### src/rtl/pipe_stage_pkg.sv
// Shared pipeline definitions: word constants, NOP encodings and the
// occupancy states used by every inter-stage register.
package pipe_stage_pkg;

    localparam logic [31:0] ZERO_WORD    = 32'h0000_0000;
    localparam logic [5:0]  NOP_OPCODE   = 6'h00;
    localparam logic [31:0] NOP_INST     = 32'h0000_0000;

    // Fill bit for the default bubble payload; a bubble decodes as NOP.
    localparam logic        NOP_FILL_BIT = 1'b0;

    typedef enum logic [1:0] {
        ST_EMPTY = 2'd0,
        ST_ONE   = 2'd1,
        ST_TWO   = 2'd2
    } stage_state_e;

    // Number of payloads held in a given occupancy state.
    function automatic logic [1:0] state_count(input stage_state_e s);
        logic [1:0] n;
        case (s)
            ST_ONE:  n = 2'd1;
            ST_TWO:  n = 2'd2;
            default: n = 2'd0;
        endcase
        return n;
    endfunction

endpackage

### src/rtl/pipe_stage_skid_reg.sv
// Payload holding register: loads on enable, holds otherwise, and clears
// asynchronously to the bubble value so no X ever reaches the datapath.
module pipe_skid_reg #(
    parameter int unsigned      WIDTH     = 32,
    parameter logic [WIDTH-1:0] CLEAR_VAL = '0
) (
    input  logic             clk,
    input  logic             rst_n,
    input  logic             en,
    input  logic [WIDTH-1:0] d,
    output logic [WIDTH-1:0] q
);

    // Enable register with asynchronous clear.
    always_ff @(posedge clk or negedge rst_n) begin
        if (!rst_n) begin
            q <= CLEAR_VAL;
        end else if (en) begin
            q <= d;
        end
    end

endmodule

### src/rtl/pipe_stage.sv
// Valid/ready pipeline register between two processor stages.
// SKID=1: two-entry skid stage, in_ready depends only on held state plus
//         stall/flush, so out_ready never reaches in_ready combinationally.
// SKID=0: single-entry stage; a full stage accepts only when it drains in
//         the same cycle.
// stall blocks acceptance but not draining, so a stalled stage empties and
// presents a bubble. flush squashes everything, including the in-cycle input.
//
//   state    | meaning
//   ---------+-----------------------------------------------
//   ST_EMPTY | nothing held, out_data shows NOP_DATA
//   ST_ONE   | main register holds the head payload
//   ST_TWO   | main holds head, skid holds next (SKID=1 only)
module pipe_stage
    import pipe_stage_pkg::*;
#(
    parameter int unsigned      WIDTH    = 32,
    parameter int unsigned      SKID     = 1,
    parameter logic [WIDTH-1:0] NOP_DATA = {WIDTH{NOP_FILL_BIT}}
) (
    input  logic             clk,
    input  logic             rst_n,
    input  logic             in_valid,
    input  logic [WIDTH-1:0] in_data,
    output logic             in_ready,
    output logic             out_valid,
    output logic [WIDTH-1:0] out_data,
    input  logic             out_ready,
    input  logic             stall,
    input  logic             flush,
    output logic [1:0]       count
);

    stage_state_e     state_q;
    stage_state_e     state_d;
    logic             accept;
    logic             pop;
    logic             room;
    logic             main_en;
    logic [WIDTH-1:0] main_d;
    logic [WIDTH-1:0] main_q;
    logic             skid_en;
    logic [WIDTH-1:0] skid_q;

    // Acceptance: room comes from registered state only when SKID is set;
    // reset also forces in_ready low.
    always_comb begin
        room = 1'b0;
        if (SKID != 0) begin
            room = (state_q != ST_TWO);
        end else begin
            room = (state_q == ST_EMPTY) || out_ready;
        end
        in_ready = room && !stall && !flush && rst_n;
    end

    assign accept    = in_valid && in_ready;
    assign out_valid = (state_q != ST_EMPTY);
    assign pop       = out_valid && out_ready;
    assign out_data  = out_valid ? main_q : NOP_DATA;
    assign count     = state_count(state_q);

    // Occupancy state register.
    always_ff @(posedge clk or negedge rst_n) begin
        if (!rst_n) begin
            state_q <= ST_EMPTY;
        end else begin
            state_q <= state_d;
        end
    end

    // Next-state and payload-register load control; flush wins over all.
    always_comb begin
        state_d = state_q;
        main_en = 1'b0;
        main_d  = in_data;
        skid_en = 1'b0;
        if (flush) begin
            state_d = ST_EMPTY;
        end else begin
            case (state_q)
                ST_EMPTY: begin
                    if (accept) begin
                        state_d = ST_ONE;
                        main_en = 1'b1;
                    end
                end
                ST_ONE: begin
                    if (accept && pop) begin
                        main_en = 1'b1;
                    end else if (accept && (SKID != 0)) begin
                        state_d = ST_TWO;
                        skid_en = 1'b1;
                    end else if (pop) begin
                        state_d = ST_EMPTY;
                    end
                end
                ST_TWO: begin
                    if (pop) begin
                        state_d = ST_ONE;
                        main_en = 1'b1;
                        main_d  = skid_q;
                    end
                end
                default: begin
                    state_d = ST_EMPTY;
                end
            endcase
        end
    end

    pipe_skid_reg #(
        .WIDTH     (WIDTH),
        .CLEAR_VAL (NOP_DATA)
    ) u_main_reg (
        .clk   (clk),
        .rst_n (rst_n),
        .en    (main_en),
        .d     (main_d),
        .q     (main_q)
    );

    // With SKID=0 the skid enable is never raised, so this register is
    // constant and removed by synthesis.
    pipe_skid_reg #(
        .WIDTH     (WIDTH),
        .CLEAR_VAL (NOP_DATA)
    ) u_skid_reg (
        .clk   (clk),
        .rst_n (rst_n),
        .en    (skid_en),
        .d     (in_data),
        .q     (skid_q)
    );

endmodule

### config.mk
export PLATFORM = sky130hd
export DESIGN_NAME = pipe_stage
export DESIGN_NICKNAME = d
export VERILOG_FILES = /design/src/rtl/pipe_stage_pkg.sv /design/src/rtl/pipe_stage_skid_reg.sv /design/src/rtl/pipe_stage.sv
export SDC_FILE = /design/constraint.sdc
export NUM_CORES = 1
export LEC_CHECK = 0
export CAP_MARGIN = 0
export CORE_MARGIN = 2
export CORE_UTILIZATION = 40
export CTS_BUF_LIST = sky130_fd_sc_hd__clkbuf_4 sky130_fd_sc_hd__clkbuf_8
export DETAILED_ROUTE_END_ITERATION = 8
export PLACE_DENSITY = 0.74
export SETUP_SLACK_MARGIN = 0.2
export SYNTH_ARGS = -nofsm -noshare
export SYNTH_HDL_FRONTEND = slang
export SYNTH_SLANG_ARGS = --single-unit
### constraint.sdc
create_clock -name clk -period 2.15 [get_ports clk]
set_clock_uncertainty 0.2 [all_clocks]
set_input_delay 0.645 -clock clk [delete_from_list [all_inputs] [get_ports clk]]
set_output_delay 0.645 -clock clk [all_outputs]
set_load 0.03 [all_outputs]
==> impl_metrics.yaml, run 1 <==
logic_synthesis:
  synth_area_per_cell_um2: 15.1
  synth_top_area_cell: "dfrtp_1"
  ys_types: 23
  synthArstFlopShare_pct: 100
  synth_area_leaders: "dfrtp_1, mux2_4, mux2_2"
  syn_inst: 227
  synth_edf_count: 0
  syn_nets: 265
  synth_area_um2: 3420
  synth_ff_type: "dfrtp_1"
  synth_top_area_share_pct: 48.3
  yosysWarnings: 0
  seq_area_frac_synth_pct: 48.3
  ys_ff_latch: 66
global_route:
  antenna_found_initial: 0
  grt_pass1_vias: 2384
  grt_usage_pct: 18.0
  grt_pass1_wl_um: 12300
  top_usage_layer: "met2"
  grt_max_degree: 36
  grt_use_met2_pct: 30.5
  met1_usage_pct: 22.5
  grt_use_met3_pct: 4.89
  grt_overflow: 0
timing:
  slew_violations: 0
  clock.fmax_mhz: 435
  setup_violations: 67
  fin_ws_ns: -0.149
  rsz0062_at_grt: "true"
  hold_viol_final: 0
  timing.slew.headroom_pct: 71.1
  tightest_slew_ns: 0.434
  period_share_pct: 107
  period_needed_ns: 2.30
routing:
  totalWireLength_um: 7820
  drt_drc_violations_left: 0
  viasPerCell: 4.87
  drt_iter0_markers: 31
  firstDrtPassIters: 4
  final_antenna_net_count: 0
  vias: 2197
  wl_per_cell_um: 17.3
power_and_ir_drop:
  p_leak_nw: 2.38
  peakVddDrop_mv: 0.350
  design_power_total_mw: 3.28
  powerDensity_nw_per_um2: 627
final_layout:
  synthToLayoutAreaGrowth_pct: 53.0
  drive_gt1_share_pct: 66.8
  fillCellCount: 611
  antenna_cells: 0
  final_util_pct: 63.3
  num-nets-final: 380
critical_path:
  crit_path_max_incr_delay_ns: 0.40
  regToRegStartpoint: "state_q[0]"
  crit_type: "flip-flop to output port"
  reg2reg_depth: 8
  required_ns: 1.30
  cp_common_cell: "buf_6"
  reg2reg_to: "u_main_reg.q[0]"
  critical_path.top_delay_family: "buffers and inverters"
  critPathSlowestCell: "dfrtp_1"
  crit_path_start_kind: "flip-flop"
  end_kind: "output port"
  cp.arrival_ns: 1.45
  r2r_slack_ns: -0.11
  crit_chain: "nor2_4 -> buf_6 -> buf_12 -> buf_6 -> nor2b_1 -> buf_4"
  worst-path-buf-inv: 4
  path_max_fanout: 8
clock_network:
  clockRootBuffer: "clkbuf_8"
  clk-insertion-delay-late_ns: 0.34
  clockBufferDepth: 2
  clock-sinks: 66
  clk_pin_slew_ns: 0.07
  cts_hold_buf: 0
  cts_max_level: 3
  cts_tree: "yes"
  cts_buffers: 9
floorplanning:
  die_h_um: 96.5
  dieArea_um2: 9300
  core_region_area_um2: 8260
  pin_count: 74
  start_util_pct: 41.4
  die_x_um: 96.5
  rows: 33
run_status:
  violations: "setup timing"
  outcome: "complete, but fails checks"
placement:
  io_buffers: 73
  dpl.hpwl_um: 4680
  gp_congestion: 0.776
min_path:
  hold_path_class: "input port to async pin"
run:
  drv_cap: 0
## worst max-delay path by stage
stage / start / end / slack, ns / cells past startpoint
after global routing: state_q[0] / in_ready / -0.22 / 5
after global placement: flush / u_main_reg.q[1] / -0.51 / 5
after CTS: state_q[1] / out_data[16] / -0.20 / 4
final: state_q[1] / out_data[31] / -0.15 / 6
after detailed placement: flush / u_main_reg.q[1] / -0.55 / 5
after floorplan: flush / u_main_reg.q[0] / 0.12 / 5
## through the flow
stage                     cell area, um^2  hold slack [ns]  setup WS (ns)  cells  TNS [ns]
final                                5230            0.195         -0.149    451     -6.65
after CTS                            5180            0.198         -0.202    449     -6.29
after global placement               4460            0.264         -0.509    407    -30.47
after detailed placement             4460            0.277         -0.553    407    -33.55
after floorplan                      3540            0.149          0.122    227         0
after global routing                 5230            0.214         -0.217    451    -10.85
## registers in the layout (all words and copies together), names as in the netlist
name / cells
state_q: 2
u_skid_reg.q: 32
u_main_reg.q: 32
## routing by layer
| metal | up-vias | share of wire [%] |
|---|---|---|
| li1 | 1022 | - |
| met1 | 1112 | 44 |
| met2 | 54 | 51 |
| met3 | 9 | 4.4 |
| met4 | 0 | 1.4 |
| met5 | - | 0 |
## cells by family after synthesis
group / count (synthesis) / share of synthesized area, %
mux: 97 / 38.5
compound gates: 4 / 1.02
buf+inv: 16 / 3.66
flops: 66 / 48.3
simple gates: 44 / 8.52
## placed cells by master, fill, tap and decap left out, types with 2 or more instances in the layout
| cell type | count |
|---|---|
| dfrtp_1 | 66 |
| buf_16 | 5 |
| clkbuf_8 | 11 |
| buf_12 | 13 |
| buf_6 | 26 |
| buf_4 | 14 |
| clkdlybuf4s50_1 | 32 |
| a21oi_1 | 2 |
| buf_8 | 2 |
| clkbuf_4 | 2 |
| buf_2 | 4 |
| mux2_4 | 67 |
| dlygate4sd2_1 | 2 |
| nor2b_2 | 17 |
| nor2b_1 | 6 |
| clkdlybuf4s15_2 | 18 |
| mux2_2 | 29 |
| nor2b_4 | 11 |
## power by group
group          internal [mW]  switching (mW)  leakage [nW]  total, mW
logic                  0.512           0.252          1.44      0.764
registers               1.44           0.111         0.849       1.55
clock network          0.500           0.468        0.0923      0.968
total                   2.45           0.831          2.38       3.28
## Yosys cell counts, drive strengths merged (2+ instances only)
master,number
a21oi,2
mux2,96
clkbuf,3
buf,11
dfrtp,66
and4bb,2
nor3b,2
inv,2
nor2b,34
## final cells by class
cell class	count	area (um^2)	share of cell area (%)
well taps	105	131	2.51
multi-input cells	145	1820	34.8
repair buffers	118	1440	27.6
clock inverters	2	12.5	0.239
flip-flops and latches	66	1650	31.6
clock buffers	13	166	3.18
inverters	2	7.51	0.144
## timing repair
item / in CTS / in global routing
cloned: 6 / 1
endpoints found under the setup margin: 100 / 100
pin swaps: 4 / 2
resized for setup: 164 / 8
setup buffers: 21 / 1
Power figures use the tool's default switching activity.
==> inputs of run 2 (changes only) <==
- CORE_ASPECT_RATIO: unset -> 1.5
==> run 2 against run 1 <==
The flow still finishes with violations (setup timing). Sequential power hardly changed. Utilization is 0.75 points higher. Non-clock buffer count is 1 lower. Sequential cell count stayed put. Power is 4.2% higher. Maximum frequency is 1.9% higher. Via count is 1.5% higher. Worst setup slack better by 0.042 ns. Sequential share of layout area is 0.76 points lower. Critical endpoint is now out_data[22]. Largest cell class unchanged.
==> impl_metrics.yaml, run 2 (synthesized netlist as in run 1, its figures left out) <==
final_layout:
  final_cell_mix: "mux2_4, dfrtp_1, buf_6, clkdlybuf4s50_1, buf_4"
  ff_latch_area_um2: 1650
  antenna_cells: 0
  top_regs: "u_main_reg.q: 32 flops, u_skid_reg.q: 32 flops, state_q: 2 flops"
  fillCellCount: 590
  num-nets-final: 379
  multi_input_area_um2: 1970
  final_util_pct: 64.1
  synthToLayoutAreaGrowth_pct: 56.8
  final_common_cell: "mux2_4"
  drive_gt1_share_pct: 66.8
critical_path:
  crit_path_start_kind: "flip-flop"
  cp.arrival_ns: 1.41
  end_kind: "output port"
  required_ns: 1.30
  crit_type: "flip-flop to output port"
  path_max_fanout: 8
run:
  drv_cap: 0
timing:
  fin_ws_ns: -0.107
  rsz0062_at_grt: "true"
  clock.fmax_mhz: 443
  tightest_slew_ns: 0.842
  slew_violations: 0
  setup_violations: 66
  period_needed_ns: 2.26
  timing.slew.headroom_pct: 43.9
  hold_viol_final: 0
  period_share_pct: 105
routing:
  final_antenna_net_count: 0
  totalWireLength_um: 8220
  vias: 2230
  firstDrtPassIters: 4
  drt_drc_violations_left: 0
  viasPerCell: 4.92
  drt_iter0_markers: 117
  wl_per_cell_um: 18.1
placement:
  dpl_worst_slack_ns: -0.540
  gp_congestion: 0.733
  dpl.hpwl_um: 4610
  io_buffers: 73
global_route:
  grt_usage_pct: 17.5
  grt_max_degree: 67
  grt_pass1_wl_um: 12100
  grt_overflow: 0
  antenna_found_initial: 0
  grt_pass1_vias: 2326
floorplanning:
  core_region_area_um2: 8360
  die_h_um: 117
  pin_count: 74
  dieArea_um2: 9320
  die_x_um: 79.5
  start_util_pct: 40.9
  rows: 41
clock_network:
  cts_max_level: 3
  cts_buffers: 9
  cts_hold_buf: 0
  clock-sinks: 66
  clockRootBuffer: "clkbuf_8"
  clk-insertion-delay-late_ns: 0.34
  cts_tree: "yes"
  clk_pin_slew_ns: 0.07
  clockBufferDepth: 2
power_and_ir_drop:
  p_comb_share_pct: 24.5
  p_seq_share_pct: 45.5
  power.net_switching_uw: 856
  p_leak_nw: 2.49
  power.share.clock_pct: 29.9
  peakVddDrop_mv: 0.434
  powerDensity_nw_per_um2: 638
  p_int_mw: 2.56
  switching_share_pct: 25.0
run_status:
  outcome: "complete, but fails checks"
  violations: "setup timing"
min_path:
  hold_path_class: "flip-flop to flip-flop"
-- run 2: area by class of cell --
class	instances	share of cell area, %
multi-input combinational	145	36.7
sequential	66	30.8
timing repair buffer	117	26.2
clock buffer	15	3.50
tap	107	2.50
clock inverter	1	0.140
inverter	2	0.140
-- run 2: per-stage QoR --
stage	hold slack, ns	instance area [um^2]	instances	power [mW]	setup TNS (ns)
floorplan	0.149	3540	227	2.00	0
global placement	0.264	4440	410	2.23	-30.50
detailed placement	0.279	4440	410	2.26	-34.43
CTS	0.296	5010	446	3.35	-4.25
global route	0.327	5360	453	3.57	-8.45
finish	0.311	5360	453	3.42	-3.92
-- run 2: power by group through the flow --
| stage | clock network, mW | logic (mW) | registers, mW |
|---|---|---|---|
| final | 1.02 | 0.839 | 1.56 |
| after global routing | 1.10 | 0.887 | 1.58 |
| after CTS | 1.04 | 0.766 | 1.55 |
| after detailed placement | 0 | 0.697 | 1.56 |
| after global placement | 0 | 0.676 | 1.56 |
| after floorplan | 0 | 0.473 | 1.52 |
-- run 2: path summary, 6_finish.rpt --
| path | startpoint | slack [ns] | cells past startpoint | end |
|---|---|---|---|---|
| worst max-delay path | state_q[0] | -0.11 | 5 | out_data[22] |
| worst max register to register | state_q[1] | -0.07 | 8 | u_main_reg.q[25] |
| worst min-delay path | u_main_reg.q[12] | 0.31 | 1 | u_main_reg.q[12] |
| worst min register to register | u_main_reg.q[12] | 0.31 | 1 | u_main_reg.q[12] |
| min in group asynchronous | rst_n | 0.44 | 3 | u_skid_reg.q[24] |
| max in group asynchronous | rst_n | 0.76 | 3 | state_q[0] |
-- run 2: critical path, cell delays in order (launching register included) --
cell and delay (ns):
dfrtp_1 0.41, nor2_4 0.16, buf_4 0.14, buf_12 0.13
nor2b_1 0.06, buf_4 0.16
-- run 2: per-layer routing --
metal  up-vias  global-route usage, %  wire (um)
met5         -                      0          0
met4         0                   6.78        147
met3        13                   4.37        309
met2        44                   30.2       4370
met1      1155                   20.8       3390
li1       1018                      -          -
-- run 2: what timing repair did --
action,CTS,global route
setup endpoints to repair,100,93
cloned,5,5
resized for setup,238,57
pin swaps,5,3
setup buffers,15,2
